`src/rtl/dual_issue_hazard_unit.sv`:
```
// Hazard and dependency controller for a dual-issue pipeline.
// Detects intra-pair RAW/WAW dependencies, a slot-1 control dependency and
// load-use hazards, and drives stall/flush controls for fetch, decode and execute.
module dual_issue_hazard_unit #(
    parameter int unsigned REG_W      = 5,
    parameter int unsigned CHECK_WAW  = 1,
    parameter int unsigned LOAD_STALL = 1,
    parameter int unsigned CNT_W      = 16
) (
    input  logic             clk,
    input  logic             rst,
    input  logic             ValidD1,
    input  logic             ValidD2,
    input  logic [REG_W-1:0] RdD1,
    input  logic [REG_W-1:0] RdD2,
    input  logic [REG_W-1:0] Rs1D1,
    input  logic [REG_W-1:0] Rs2D1,
    input  logic [REG_W-1:0] Rs1D2,
    input  logic [REG_W-1:0] Rs2D2,
    input  logic             RegWriteD1,
    input  logic             RegWriteD2,
    input  logic             BranchD1,
    input  logic [REG_W-1:0] RdE1,
    input  logic [REG_W-1:0] RdE2,
    input  logic             MemReadE1,
    input  logic             MemReadE2,
    input  logic             FlushIn,
    output logic             StallF,
    output logic             StallD,
    output logic             FlushE1,
    output logic             FlushE2,
    output logic [CNT_W-1:0] SplitCount
);

    localparam int unsigned LCNT_W = 3;

    typedef enum logic [1:0] {
        PAIR      = 2'd0,
        LOAD_WAIT = 2'd1,
        SPLIT     = 2'd2
    } state_t;

    state_t            state;
    state_t            state_nxt;
    logic [LCNT_W-1:0] lcnt;
    logic [LCNT_W-1:0] lcnt_nxt;
    logic              split_inc;

    logic              lu_s1;
    logic              lu_s2;
    logic              lu;
    logic              dep;
    logic              ctl;

    // Load in execute whose non-zero destination matches a decode source
    function automatic logic ld_hit(input logic mr, input logic [REG_W-1:0] rd,
                                    input logic [REG_W-1:0] rs);
        return mr && (rd != '0) && (rd == rs);
    endfunction

    // Hazard detection for the current decode pair
    always_comb begin
        lu_s1 = ValidD1 && (ld_hit(MemReadE1, RdE1, Rs1D1) || ld_hit(MemReadE1, RdE1, Rs2D1) ||
                            ld_hit(MemReadE2, RdE2, Rs1D1) || ld_hit(MemReadE2, RdE2, Rs2D1));
        lu_s2 = ValidD2 && (ld_hit(MemReadE1, RdE1, Rs1D2) || ld_hit(MemReadE1, RdE1, Rs2D2) ||
                            ld_hit(MemReadE2, RdE2, Rs1D2) || ld_hit(MemReadE2, RdE2, Rs2D2));
        lu    = lu_s1 || lu_s2;
        dep   = ValidD1 && ValidD2 && RegWriteD1 && (RdD1 != '0) &&
                ((RdD1 == Rs1D2) || (RdD1 == Rs2D2) ||
                 ((CHECK_WAW != 0) && RegWriteD2 && (RdD1 == RdD2)));
        ctl   = ValidD1 && ValidD2 && BranchD1;
    end

    // Next-state and stall/flush decode; redirect and reset override everything
    always_comb begin
        state_nxt = state;
        lcnt_nxt  = lcnt;
        split_inc = 1'b0;
        StallF    = 1'b0;
        StallD    = 1'b0;
        FlushE1   = 1'b0;
        FlushE2   = 1'b0;
        if (rst || FlushIn) begin
            state_nxt = PAIR;
            lcnt_nxt  = '0;
        end else begin
            case (state)
                PAIR: begin
                    if (lu) begin
                        StallF   = 1'b1;
                        StallD   = 1'b1;
                        FlushE1  = 1'b1;
                        FlushE2  = 1'b1;
                        lcnt_nxt = LCNT_W'(LOAD_STALL - 1);
                        if (LOAD_STALL > 1) state_nxt = LOAD_WAIT;
                    end else if (dep || ctl) begin
                        StallF    = 1'b1;
                        StallD    = 1'b1;
                        FlushE2   = 1'b1;
                        state_nxt = SPLIT;
                        split_inc = 1'b1;
                    end
                end
                LOAD_WAIT: begin
                    StallF  = 1'b1;
                    StallD  = 1'b1;
                    FlushE1 = 1'b1;
                    FlushE2 = 1'b1;
                    if (lcnt <= LCNT_W'(1)) begin
                        lcnt_nxt  = '0;
                        state_nxt = PAIR;
                    end else begin
                        lcnt_nxt = lcnt - LCNT_W'(1);
                    end
                end
                SPLIT: begin
                    // Slot 1 already issued; only slot 2 goes down this cycle
                    FlushE1 = 1'b1;
                    if (lu_s2) begin
                        StallF  = 1'b1;
                        StallD  = 1'b1;
                        FlushE2 = 1'b1;
                    end else begin
                        state_nxt = PAIR;
                    end
                end
                default: state_nxt = PAIR;
            endcase
        end
    end

    // State, load-stall counter and saturating split counter
    always_ff @(posedge clk) begin
        if (rst) begin
            state      <= PAIR;
            lcnt       <= '0;
            SplitCount <= '0;
        end else begin
            state <= state_nxt;
            lcnt  <= lcnt_nxt;
            if (split_inc && (SplitCount != '1)) SplitCount <= SplitCount + CNT_W'(1);
        end
    end

endmodule

```
`config.mk`:
```
export PLATFORM = sky130hd
export DESIGN_NAME = dual_issue_hazard_unit
export DESIGN_NICKNAME = d
export VERILOG_FILES = /design/src/rtl/dual_issue_hazard_unit.sv
export SDC_FILE = /design/constraint.sdc
export NUM_CORES = 1
export LEC_CHECK = 0
export BUFFER_PORTS_ARGS = -buffer_cell sky130_fd_sc_hd__buf_2
export CORE_UTILIZATION = 49
export CTS_CLUSTER_DIAMETER = 50
export CTS_CLUSTER_SIZE = 8
export DETAILED_ROUTE_END_ITERATION = 12
export PLACE_DENSITY = 0.8
export SLEW_MARGIN = 10
export SYNTH_ARGS = -nofsm -noshare
export SYNTH_HDL_FRONTEND = slang
export SYNTH_SLANG_ARGS = --single-unit
```
`constraint.sdc`:
```
create_clock -name clk -period 3.35 [get_ports clk]
set_input_delay 0 -clock clk [delete_from_list [all_inputs] [get_ports clk]]
set_output_delay 0 -clock clk [all_outputs]
set_load 0.1 [all_outputs]
```
==> metrics.txt <==
Placeable Area=~3400 um2; Pre-Repair DR Iteration Count=5; status=completed; Synth Flop Type=dfxtp_1; Clock Skew=between 9 and 10 ps; # hold bufs at CTS=0; clock latency on the worst-skew pair=290 ps; Tcrit/Tclk final=a little over two thirds; Synth Area in Adders=less than 1%; hold_sp=FlushIn; Critical Path AT=2540 ps; #FFs+latches synth=17; Slew HR=between 50% and 60%; Detailed Route Iter0 Violations=81; critical path required time=around 3500 ps; Final min period=2360 ps; vias in the first global route=around 1,400; postcts setup bufs=0; final setup violation count=0; Top Metal Used=met4; die extent in y=61.4 um; Post-Synth Simple-Gate Area=25.9%; total track usage=21.7%; Initial Utilization=approximately half; layout cells sized above 1=between 20% and 30%; initial antenna violation count=0; WL per Instance=around 13 um; DRC Markers=0; number of antenna-violating nets in the routed design=0; most frequent cells in the layout=69 x buf_2, 30 x xor2_1, 25 x xnor2_1, 18 x nand2_1, 17 x dfxtp_1; fin nets=328; peak supply drop=216 uV; GP Congestion=just over 0.8; wire length on met3=between 200 and 250 um; synthesized area=1730 um2; DIE WIDTH=61.4 um; Post-Synthesis Cells=roughly 220; synthesis-to-layout area growth=18.1%; fmax=about 420 MHz; setup TNS=0 ps; Unique masters post-synth=43; Ports=70; ys async rst share=0%; Synth Area in Compound Gates=between 15 and 20%; Die Footprint=approximately 3800 um2; Net Count, Synth=approximately 270; Slew @ Worst Pin=721 ps; CTS Buf Count=3; WL final=slightly above 4 mm; largest family of logic cells by synthesized area=XOR/XNOR gates; xor-xnor portion of the synthesized cell area=between 20% and 30%; Max-Cap Viols=0; maximum clock path buffer count=2; detailed placement HPWL=approximately 3.2 mm; Avg Inst Size Synth=7.76 um2; worst min-delay path category=in2reg; first-pass GRT wire length=6.26 mm; H-tree depth=1; Post-synth EDFFs=0; Metal-1 WL=1.92 mm; critical path launch point type=register; Clk Tree Root Cell=clkbuf_4; Hold Slack=approximately 71 ps; CP Max Fanout=21; crit path launch=SplitCount[2]$_SDFFE_PP0P_; Static Leak=0.853 nW; CP endpoint kind=register; CTS tree=done; post-synthesis mux area share=2.46%; vias=around 1,800; vias per inst=5.45; routed wl met2=about 1.9 mm; Final Max Tran Viols=0; Yosys warnings=0; # clock sinks=17; gr ovfl total=0; Design Power=~0.47 mW; pin count of the biggest net entering global routing=27; standard-cell rows=21; RSZ-0062 raised after global routing=false; # port buffers=69; Final Hold Vio Count=0; final design utilization=between 60% and 70%; post-synthesis sequential area ratio=about a fifth; most common cell after layout, fill and taps aside=buf_2; CTS resizes=0; Worst-path clk slew=roughly 100 ps; Power Density=between 200 and 250 nW/um2; Setup CP Type=reg2reg; Diodes inserted=0; FF-to-FF Start=SplitCount[2]$_SDFFE_PP0P_
metal layers:
layer | GRT usage, % | vias up
met4 | 2.22 | 0
met5 | 0 | -
met2 | 37.3 | 48
met3 | 4.41 | 2
met1 | 29.2 | 804
li1 | - | 900
worst paths after layout:
path	slack [ps]	end	depth (start not counted)
max reg2reg	990	SplitCount[13]$_SDFFE_PP0P_	6
min reg2reg	500	SplitCount[15]$_SDFFE_PP0P_	2
min	70	state[1]$_SDFFE_PP0P_	4
max	990	SplitCount[13]$_SDFFE_PP0P_	6
Yosys cell counts (all sizes together) (2+ instances only):
| cell type | count | area, um2 |
|---|---|---|
| and4 | 4 | 35.0 |
| or3 | 5 | 31.3 |
| o311ai | 2 | 17.5 |
| xor2 | 30 | 263 |
| nor2b | 2 | 12.5 |
| clkbuf | 11 | 41.3 |
| buf | 9 | 81.3 |
| a22oi | 2 | 15.0 |
| inv | 4 | 15.0 |
| nor3 | 12 | 60.1 |
| nor2 | 9 | 33.8 |
| mux2i | 2 | 20.0 |
| o22ai | 3 | 18.8 |
| o21ai | 6 | 33.8 |
| or4 | 10 | 78.8 |
| dfxtp | 17 | 340 |
| mux2 | 2 | 22.5 |
| a21oi | 12 | 60.1 |
| xnor2 | 25 | 219 |
| nand4 | 3 | 18.8 |
| nand3 | 12 | 60.1 |
| nand2 | 18 | 67.6 |
| and3 | 2 | 12.5 |
| nor4 | 2 | 18.8 |
| o31ai | 7 | 52.6 |
logic make-up after synthesis:
family | after synthesis
xor gates and xnor gates | 55
AOI/OAI and AO/OA | 40
DFF | 17
adders and majority gates | 1
and+or+nand+nor | 82
muxes | 4
buffers and inverters | 24
power by group:
part | total (mW) | switching (mW) | internal (mW) | leakage (nW)
logic | 0.161 | 0.0920 | 0.0692 | 0.698
clock network | 0.110 | 0.0658 | 0.0445 | 0.0177
registers | 0.203 | 0.000571 | 0.202 | 0.137
total | 0.475 | 0.158 | 0.316 | 0.853
worst max-delay path, stage by stage, from the launching register on:
cell	delay, ps
dfxtp_1	440
and3_1	250
and4_1	250
and4_1	270
a41o_1	590
nor4_2	120
mux2_1	330
state kept, by name, summed over array words and instances, names as in the netlist:
register    count
SplitCount     16
state           1
cell type report:
cell class	count	area, um2
clock inverter	1	5.00
sequential	17	340
timing repair buffer	69	345
inverter	4	15.0
multi-input combinational	182	1260
clock buffer	3	22.5
fill	335	1320
tap	46	57.6
per-stage QoR:
step | area [um2] | worst slack, ps | instances
6_report | 2040 | 995 | 322
5_1_grt | 2040 | 803 | 322
4_1_cts | 2040 | 1020 | 322
3_5_place_dp | 2020 | 728 | 318
3_3_place_gp | 2020 | 783 | 318
2_1_floorplan | 1740 | 221 | 223
(Power assumes the default switching activity.)
